$ cat src/rtl/mips_pkg.sv
// Shared definitions for the MIPS pipeline: MEM-stage state encoding and
// bit positions of the WB and M control fields carried in EX/MEM.
package mips_pkg;

  typedef enum logic [1:0] {
    IDLE = 2'd0,
    WAIT = 2'd1,
    DONE = 2'd2
  } mem_state_e;

  // WB control field bit positions
  localparam int REGWRITE = 1;
  localparam int MEMTOREG = 0;

  // M control field bit positions
  localparam int BRANCH   = 2;
  localparam int MEMREAD  = 1;
  localparam int MEMWRITE = 0;

  // Word accesses only: the two low address bits must be zero.
  function automatic logic is_word_aligned(input logic [31:0] addr);
    return (addr[1:0] == 2'b00);
  endfunction

endpackage

$ cat src/rtl/mem_wb_reg.sv
// MEM/WB pipeline register: four fields updated together under a load enable.
module mem_wb_reg
  import mips_pkg::*;
(
  input  logic        clk,
  input  logic        rst_n,
  input  logic        load,
  input  logic [1:0]  wb_in,
  input  logic [31:0] read_data_in,
  input  logic [31:0] alu_result_in,
  input  logic [4:0]  write_register_in,
  output logic [1:0]  wb_out,
  output logic [31:0] read_data_out,
  output logic [31:0] alu_result_out,
  output logic [4:0]  write_register_out
);

  logic [1:0]  wb_q, wb_d;
  logic [31:0] read_data_q, read_data_d;
  logic [31:0] alu_result_q, alu_result_d;
  logic [4:0]  write_register_q, write_register_d;

  // Next value: take the new fields when loading, otherwise hold.
  always_comb begin
    wb_d             = wb_q;
    read_data_d      = read_data_q;
    alu_result_d     = alu_result_q;
    write_register_d = write_register_q;
    if (load) begin
      wb_d             = wb_in;
      read_data_d      = read_data_in;
      alu_result_d     = alu_result_in;
      write_register_d = write_register_in;
    end
  end

  // Register bank, cleared by the asynchronous reset.
  always_ff @(posedge clk or negedge rst_n) begin
    if (!rst_n) begin
      wb_q             <= 2'b00;
      read_data_q      <= 32'd0;
      alu_result_q     <= 32'd0;
      write_register_q <= 5'd0;
    end else begin
      wb_q             <= wb_d;
      read_data_q      <= read_data_d;
      alu_result_q     <= alu_result_d;
      write_register_q <= write_register_d;
    end
  end

  assign wb_out             = wb_q;
  assign read_data_out      = read_data_q;
  assign alu_result_out     = alu_result_q;
  assign write_register_out = write_register_q;

endmodule

$ cat src/rtl/mem_access_stage.sv
// MEM stage: resolves branches, runs loads/stores over a req/ready data bus,
// stalls upstream while an access is outstanding and feeds MEM/WB.
module mem_access_stage
  import mips_pkg::*;
#(
  parameter int TIMEOUT = 16
) (
  input  logic        clk,
  input  logic        rst_n,
  input  logic [1:0]  WB,
  input  logic [2:0]  M,
  input  logic [31:0] PC,
  input  logic        zero,
  input  logic [31:0] ALUresult,
  input  logic [31:0] writeData,
  input  logic [4:0]  writeRegister,
  output logic        mem_req,
  output logic        mem_we,
  output logic [31:0] mem_addr,
  output logic [31:0] mem_wdata,
  input  logic [31:0] mem_rdata,
  input  logic        mem_ready,
  output logic        stall,
  output logic        PCSrc,
  output logic [31:0] branch_target,
  output logic [1:0]  WB_output,
  output logic [31:0] readData_output,
  output logic [31:0] ALUresult_output,
  output logic [4:0]  writeRegister_output,
  output logic        misalign_err,
  output logic        bus_err
);

  // Last WAIT cycle index before the access is abandoned.
  localparam logic [7:0] LAST_WAIT = 8'(TIMEOUT - 1);

  mem_state_e  state_q, state_d;
  logic [7:0]  cnt_q, cnt_d;
  logic        abort_q, abort_d;
  logic [31:0] rdata_q, rdata_d;
  logic        mem_req_q, mem_req_d;
  logic        mem_we_q, mem_we_d;
  logic [31:0] mem_addr_q, mem_addr_d;
  logic [31:0] mem_wdata_q, mem_wdata_d;
  logic        misalign_err_q, misalign_err_d;
  logic        bus_err_q, bus_err_d;

  logic        mem_op;
  logic        is_write;
  logic        aligned;

  logic        wb_load;
  logic [1:0]  wb_in;
  logic [31:0] read_data_in;

  // Both MemRead and MemWrite set is treated as a write.
  assign mem_op   = M[MEMREAD] | M[MEMWRITE];
  assign is_write = M[MEMWRITE];
  assign aligned  = is_word_aligned(ALUresult);

  // Next-state, bus, MEM/WB load and stall decode.
  always_comb begin
    state_d        = state_q;
    cnt_d          = cnt_q;
    abort_d        = abort_q;
    rdata_d        = rdata_q;
    mem_req_d      = mem_req_q;
    mem_we_d       = mem_we_q;
    mem_addr_d     = mem_addr_q;
    mem_wdata_d    = mem_wdata_q;
    misalign_err_d = 1'b0;
    bus_err_d      = 1'b0;
    stall          = 1'b0;
    wb_load        = 1'b0;
    wb_in          = WB;
    read_data_in   = 32'd0;

    case (state_q)
      IDLE: begin
        if (mem_op && aligned) begin
          // Issue: latch the bus fields and start the timeout count.
          stall       = 1'b1;
          mem_req_d   = 1'b1;
          mem_we_d    = is_write;
          mem_addr_d  = ALUresult;
          mem_wdata_d = writeData;
          cnt_d       = 8'd0;
          abort_d     = 1'b0;
          state_d     = WAIT;
        end else if (mem_op) begin
          // Misaligned: never touches the bus, writeback squashed.
          wb_load        = 1'b1;
          wb_in          = 2'b00;
          misalign_err_d = 1'b1;
        end else begin
          wb_load = 1'b1;
        end
      end

      WAIT: begin
        stall = 1'b1;
        if (mem_ready) begin
          // Ready has priority over the timeout on the same cycle.
          rdata_d   = mem_rdata;
          mem_req_d = 1'b0;
          state_d   = DONE;
        end else if (cnt_q == LAST_WAIT) begin
          mem_req_d = 1'b0;
          abort_d   = 1'b1;
          state_d   = DONE;
        end else begin
          cnt_d = cnt_q + 8'd1;
        end
      end

      DONE: begin
        // Retire without re-issuing; upstream advances at this edge.
        wb_load = 1'b1;
        if (abort_q) begin
          wb_in     = 2'b00;
          bus_err_d = 1'b1;
        end else if (!mem_we_q) begin
          read_data_in = rdata_q;
        end
        abort_d = 1'b0;
        state_d = IDLE;
      end

      default: begin
        state_d = IDLE;
      end
    endcase
  end

  // Stage control and bus registers; reset drops mem_req immediately.
  always_ff @(posedge clk or negedge rst_n) begin
    if (!rst_n) begin
      state_q        <= IDLE;
      cnt_q          <= 8'd0;
      abort_q        <= 1'b0;
      rdata_q        <= 32'd0;
      mem_req_q      <= 1'b0;
      mem_we_q       <= 1'b0;
      mem_addr_q     <= 32'd0;
      mem_wdata_q    <= 32'd0;
      misalign_err_q <= 1'b0;
      bus_err_q      <= 1'b0;
    end else begin
      state_q        <= state_d;
      cnt_q          <= cnt_d;
      abort_q        <= abort_d;
      rdata_q        <= rdata_d;
      mem_req_q      <= mem_req_d;
      mem_we_q       <= mem_we_d;
      mem_addr_q     <= mem_addr_d;
      mem_wdata_q    <= mem_wdata_d;
      misalign_err_q <= misalign_err_d;
      bus_err_q      <= bus_err_d;
    end
  end

  mem_wb_reg u_mem_wb_reg (
    .clk                (clk),
    .rst_n              (rst_n),
    .load               (wb_load),
    .wb_in              (wb_in),
    .read_data_in       (read_data_in),
    .alu_result_in      (ALUresult),
    .write_register_in  (writeRegister),
    .wb_out             (WB_output),
    .read_data_out      (readData_output),
    .alu_result_out     (ALUresult_output),
    .write_register_out (writeRegister_output)
  );

  assign mem_req       = mem_req_q;
  assign mem_we        = mem_we_q;
  assign mem_addr      = mem_addr_q;
  assign mem_wdata     = mem_wdata_q;
  assign misalign_err  = misalign_err_q;
  assign bus_err       = bus_err_q;
  assign PCSrc         = M[BRANCH] & zero & ~stall;
  assign branch_target = PC;

endmodule

$ cat config.mk
export PLATFORM = sky130hd
export DESIGN_NAME = mem_access_stage
export DESIGN_NICKNAME = d
export VERILOG_FILES = /design/src/rtl/mips_pkg.sv /design/src/rtl/mem_wb_reg.sv /design/src/rtl/mem_access_stage.sv
export SDC_FILE = /design/constraint.sdc
export NUM_CORES = 1
export LEC_CHECK = 0
export ABC_CLOCK_PERIOD_IN_PS = 2400
export BUFFER_PORTS_ARGS = -buffer_cell sky130_fd_sc_hd__buf_2
export CAP_MARGIN = 20
export CORE_MARGIN = 10
export CORE_UTILIZATION = 38
export CTS_CLUSTER_DIAMETER = 40
export DETAILED_ROUTE_END_ITERATION = 8
export PLACE_DENSITY_LB_ADDON = 0.08
export SLEW_MARGIN = 20
export SYNTH_ARGS = -nofsm -noshare
export SYNTH_HDL_FRONTEND = slang
export SYNTH_HIERARCHICAL = 1
export SYNTH_SLANG_ARGS = --single-unit
$ cat constraint.sdc
create_clock -name clk -period 2.4 [get_ports clk]
set_input_delay 0.6 -clock clk [delete_from_list [all_inputs] [get_ports clk]]
set_output_delay 0.6 -clock clk [all_outputs]
set_load 0.01 [all_outputs]
Word-level counts from Yosys, hierarchy flattened
Cells that the tools add are included.
W data, S select, Z words.
{ "word_totals": {"register_bits": 182, "output_inout_bits": 173} }
{ "op_classes": {"n_addsub": 1, "n_eq_ne": 8, "n_mux": 32, "n_bitwise": 4, "reduce_logical": 11} }
{ "ops": {"columns": ["op", "n"], "rows": [
  ["$mux W32", 3],
  ["$mux W8", 3],
  ["$pmux W8 S2", 1],
  ["$mux W1", 13],
  ["$mux W2", 6],
  ["$add A8 B1 Y8 const B", 1],
  ["$eq A8 B4 Y1 const B", 1],
  ["$ne A2 B2 Y1 const B", 4],
  ["$pmux W2 S2", 2],
  ["$reduce_and A4 Y1", 2],
  ["$pmux W1 S2", 3],
  ["$reduce_and A2 Y1", 3],
  ["$logic_not A2 Y1", 2],
  ["$ne A3 B3 Y1 const B", 1],
  ["$pmux W1 S3", 1],
  ["$reduce_and A3 Y1", 1],
  ["$reduce_bool A3 Y1", 1],
  ["$and A1 B1 Y1", 2],
  ["$eq A2 B1 Y1 const B", 1],
  ["$eq A2 B2 Y1 const B", 1],
  ["$reduce_bool A2 Y1", 1],
  ["$logic_and A1 B1 Y1", 1],
  ["$not A1 Y1", 1],
  ["$or A1 B1 Y1", 1]
]} }

Logic depth before layout (Yosys ltp)
{ "depth": {"word_depth": 6, "mapped_depth": 6} }

By module
The synthesis kept the hierarchy.
{ "modules_own_cells": {"columns": ["module", "n_inst", "cells_per_inst", "area_per_inst_um2", "seq_area_each_um2"], "rows": [
  ["mem_access_stage", 1, 353, 4924.7, 2777.7],
  ["mem_wb_reg", 1, 150, 2990.4, 1776.7]
]} }

Worst setup path after synthesis
No wires, ideal clock.
{ "synth_path": {"path_kind": "input -> output", "start": "input M[0]", "end": "output PCSrc", "arrival_ns": 1.325, "slack_ns": 0.475, "cell_stages": 4, "n_path_buf": 0, "path_cell_list": "or2_1 -> a21oi_1 -> nor2_1 -> nor2_1"} }
{ "synth_between": {"elab_chain_cells": 6} }
{ "synth_lines": {"columns": ["item", "line_no", "source"], "rows": [
  ["start: declaration", "mem_access_stage.sv:11", "input logic [2:0] M,"],
  ["$or A1 B1 Y1", "mem_access_stage.sv:57", "assign mem_op = M[MEMREAD] | M[MEMWRITE];"],
  ["$logic_and A1 B1 Y1", "mem_access_stage.sv:80", "if (mem_op && aligned) begin"],
  ["$mux W1", "mem_access_stage.sv:80", null],
  ["$pmux W1 S2", "mem_access_stage.sv:78", "case (state_q)"],
  ["net stall", "mem_access_stage.sv:23", "output logic stall,"],
  ["$not A1 Y1", "mem_access_stage.sv:182", "assign PCSrc = M[BRANCH] & zero & ~stall;"],
  ["$and A1 B1 Y1", "mem_access_stage.sv:182", null],
  ["end: declaration", "mem_access_stage.sv:24", "output logic PCSrc,"]
]} }
The timed path passes the listed nets, and every way through them passes these cells.

Final worst setup path
{ "layout_path": {"start": "register state_q[0]", "end": "output PCSrc"} }
{ "layout_between": {"elab_chain_cells": 4} }
{ "layout_lines": {"columns": ["item", "line_no", "source"], "rows": [
  ["start: declaration", "mem_access_stage.sv:37", "mem_state_e state_q, state_d;"],
  ["start signal: assignment", "mem_access_stage.sv:149", "state_q <= state_d;"],
  ["$eq A2 B1 Y1 or $logic_not A2 Y1 (tied branches)", "mem_access_stage.sv:78", null],
  ["$pmux W1 S2 *", "mem_access_stage.sv:78", null],
  ["$not A1 Y1 *", "mem_access_stage.sv:182", null],
  ["$and A1 B1 Y1 *", "mem_access_stage.sv:182", null]
]} }
Mark *: on every way between the ends. The rest lies on a longest branch, timed or not.

==> summary.txt <==
Pwr
  • Seq pwr share: 39.7%
  • Switch share: around 32%
  • Internal power: around 0.0087 W
  • Leakage power: 5.111 nW
  • Peak VDD IR: 0.0004559 V
  • Comb pwr share: a little under two fifths
  • PwrDens: 1303 nW/um^2
  • Clock power share: between 20% and 30%
  • Total power: between 0.01 and 0.015 W
  • Sw Pwr: about 0.004 W

Global route
  • GRT Total Usage: between 10 and 15%
  • Largest net degree at the start of global routing: 49
  • GRT overflow: 0
  • Initial antenna violation count: 0
  • First-pass GRT wire length: slightly above 30000 um
  • Vias in the first global route: ~5400

Setup path
  • FF-to-FF Start: state_q[1]
  • Worst r2r dst: u_mem_wb_reg/alu_result_out[6]
  • Critical path depth: 4
  • Crit-path max FO: 11
  • Setup slack, reg-to-reg: roughly 0.50 ns
  • Worst r2r path cells: 4
  • Critical path arrival: roughly 1.6 ns
  • Highest cell delay on the worst timing path: between 0.5 and 0.6 ns
  • Slowest CP cell: dfrtp_1
  • CP Buf/Inv Count: 1
  • Worst Setup End Kind: output port
  • Top cell by count, worst path: nor2_1
  • Critical Path, Cell by Cell: a21oi_2 > nor2_1 > nor2_1 > buf_2
  • Worst Path Class, Setup: flop to output port
  • Gate family responsible for the most delay along the worst path: flip-flops
  • Worst EP required: roughly 1.8 ns
  • Worst setup SP type: flop

CTS
  • Skew-Pair Late Insertion Delay: between 0.4 and 0.5 ns
  • H-Tree Depth: 4
  • Total CTS buffers: 17
  • TritonCTS clock tree: done
  • Clock sinks: ~180
  • Worst-path clk slew: approximately 0.060 ns
  • Root Buffer: clkbuf_16
  • Clock tree buffer depth: 2
  • Setup Buffers After CTS: 0

Synthesis
  • Compound-Gate Fraction of Synth Area: roughly 1.9%
  • Post-synth ARST share: between 90% and 100%
  • Yosys top cell area share: between 50% and 60%
  • Mapped Avg Cell Area: 15.74 um^2
  • Post-synth top flop: dfrtp_1
  • Mapped cell area: 7915 um^2
  • Syn_nets: ~650
  • Adder-Cell Fraction of Synth Area: less than 1%
  • Synth Register Bits: roughly 180
  • Most frequent cells after synthesis: 182 x dfrtp_1, 107 x mux2_4, 59 x mux2_2
  • YS warnings: 6
  • Syn Inst Count: 503
  • Mux cell area share after synthesis: between 20% and 30%
  • Synth cell types: 36
  • Largest family of logic cells by synthesized area: multiplexers
  • Synth Area in XOR/XNOR: 0%
  • Post-synthesis simple-gate area fraction: under 10%
  • Top post-synthesis cells by area: dfrtp_1 58%, mux2_4 20%, mux2_2 8.4%
  • Register area share after synthesis: 57.54%
  • EDFF count, synth: 0
  • Cell taking the most area after synthesis: dfrtp_1
  • Most numerous cell in the Yosys netlist: dfrtp_1

Detailed routing
  • Routed len/inst: ~20 um
  • Post-Route WL: 19900 um
  • Via/cell ratio: roughly 4.7
  • First DRT Iteration DRCs: 132
  • DRC viols: 0
  • Post-DRT Antenna Nets: 0
  • First-pass DRT Iterations: 4
  • DR vias: 4759

STA
  • Slew Viols, Final: 0
  • Post-route minimum period: about 2.2 ns
  • Max-Slew Margin vs Limit: 58.63%
  • Worst Skew: 0.01279 ns
  • RSZ-0062 raised after global routing: no
  • Worst hold slack: approximately 0.11 ns
  • Setup TNS: 0 ns
  • Final Hold Viols: 0
  • FMAX: ~460 MHz
  • Final setup fails: 0
  • Tcrit/Tclk final: approximately nine tenths
  • Worst slew pin tran: slightly above 0.6 ns

Place
  • Hpwl dp: between 10000 and 15000 um
  • Placement Cell Area: 9224 um^2
  • Gpl congestion: between 0.7 and 0.8
  • PortBufs: 250

Final layout
  • Design area: about 10000 um^2
  • # fillers: approximately 1800
  • Final core occ: about half
  • Layout area overhead: 24.50%
  • Fin nets: just under 900
  • ANT cells: 0
  • Layout cells sized above 1: 62.99%

Worst hold path
  • Hold Crit Class: primary input to asynchronous set/reset pin

Die
  • Core ar.: about 20000 um^2
  • Initial core utilization: ~40%
  • Die H: around 160 um
  • Num ports: around 320
  • Die area: between 20000 and 30000 um^2
  • Die Wd: between 150 and 200 um
  • Rows: between 50 and 60

Run status
  • Status: finished, final reports clean

Job
  • Max cap viols: 0
[worst register-to-register path, stage by stage, from the launching register on]
cell     delay [ns]
dfrtp_1        0.50
inv_1          0.19
a21oi_4        0.20
buf_4          0.52
mux2_4         0.37
[cell families (layout without fill, tap and decap cells)]
logic type               count (synthesis)  after routing
buffers and inverters                   59            299
AO/OA/AOI/OAI                           24             24
multiplexers                           166            166
adder cells (fa/ha/maj)                  1              1
AND/OR/NAND/NOR                         71             71
flip-flops                             182            182
[how the worst max path moves through the flow]
stage | start | to | slack [ns]
2_1_floorplan | M[0] | PCSrc | 0.48
3_3_place_gp | M[0] | PCSrc | 0.24
3_5_place_dp | M[0] | PCSrc | 0.24
4_1_cts | state_q[0] | PCSrc | 0.14
5_1_grt | state_q[0] | PCSrc | 0.08
6_report | state_q[0] | PCSrc | 0.23
[placed cells by master, fill, tap and decap left out, types with 2 or more instances in the layout]
master	n
a21oi_1	4
a31oi_1	5
and2_1	36
buf_12	7
buf_2	249
buf_4	7
bufinv_16	4
clkbuf_16	17
clkinv_2	3
clkinv_4	2
dfrtp_1	182
inv_1	3
inv_6	3
mux2_2	59
mux2_4	107
nand2_1	8
nand3_1	3
nor2_1	9
nor3_1	3
o21ai_0	7
[state kept, by name, summed over array words and instances, names as in the netlist, 2 cells and up]
signal                           flops
mem_addr                            32
u_mem_wb_reg/wb_out                  2
rdata_q                             32
cnt_q                                8
state_q                              2
mem_wdata                           32
u_mem_wb_reg/alu_result_out         32
u_mem_wb_reg/write_register_out      5
u_mem_wb_reg/read_data_out          32
[stage by stage]
step	setup WS, ns	instances
3_3_place_gp	0.2359	981
3_5_place_dp	0.2380	981
6_report	0.2323	1013
4_1_cts	0.1388	1013
5_1_grt	0.08409	1013
2_1_floorplan	0.4752	503
[final cells by class]
type	count	area, um^2	area share, %
sequential	182	4554	46.22
timing repair buffer	264	1450	14.72
clock buffer	18	429.2	4.355
multi-input combinational	262	2874	29.16
tap	270	337.8	3.428
inverter	3	11.26	0.1143
clock inverter	14	197.7	2.006
[power by group through the flow]
stage          clock network, W  registers, W  logic, W
2_1_floorplan                 0       0.00545   0.00283
3_3_place_gp                  0       0.00510   0.00475
3_5_place_dp                  0       0.00514   0.00485
4_1_cts                 0.00308       0.00510   0.00487
5_1_grt                 0.00321       0.00527   0.00512
6_report                0.00300       0.00509   0.00474
[layer usage]
metal  vias to the layer above  global-route usage, %  share of wire, %
li1                       2167                      -                 -
met1                      2378                  17.75                41
met2                       160                  23.06                47
met3                        54                  4.981               9.1
met4                         0                  5.768               2.2
met5                         -                      0                 0
[repair_timing]
item | CTS | global route
hold endpoints to repair | 0 | 0
hold buffers | 0 | 0
endpoints found under the setup margin | 0 | 1
resized for setup | 0 | 1
Note: power is estimated with default switching activity, not from simulation.
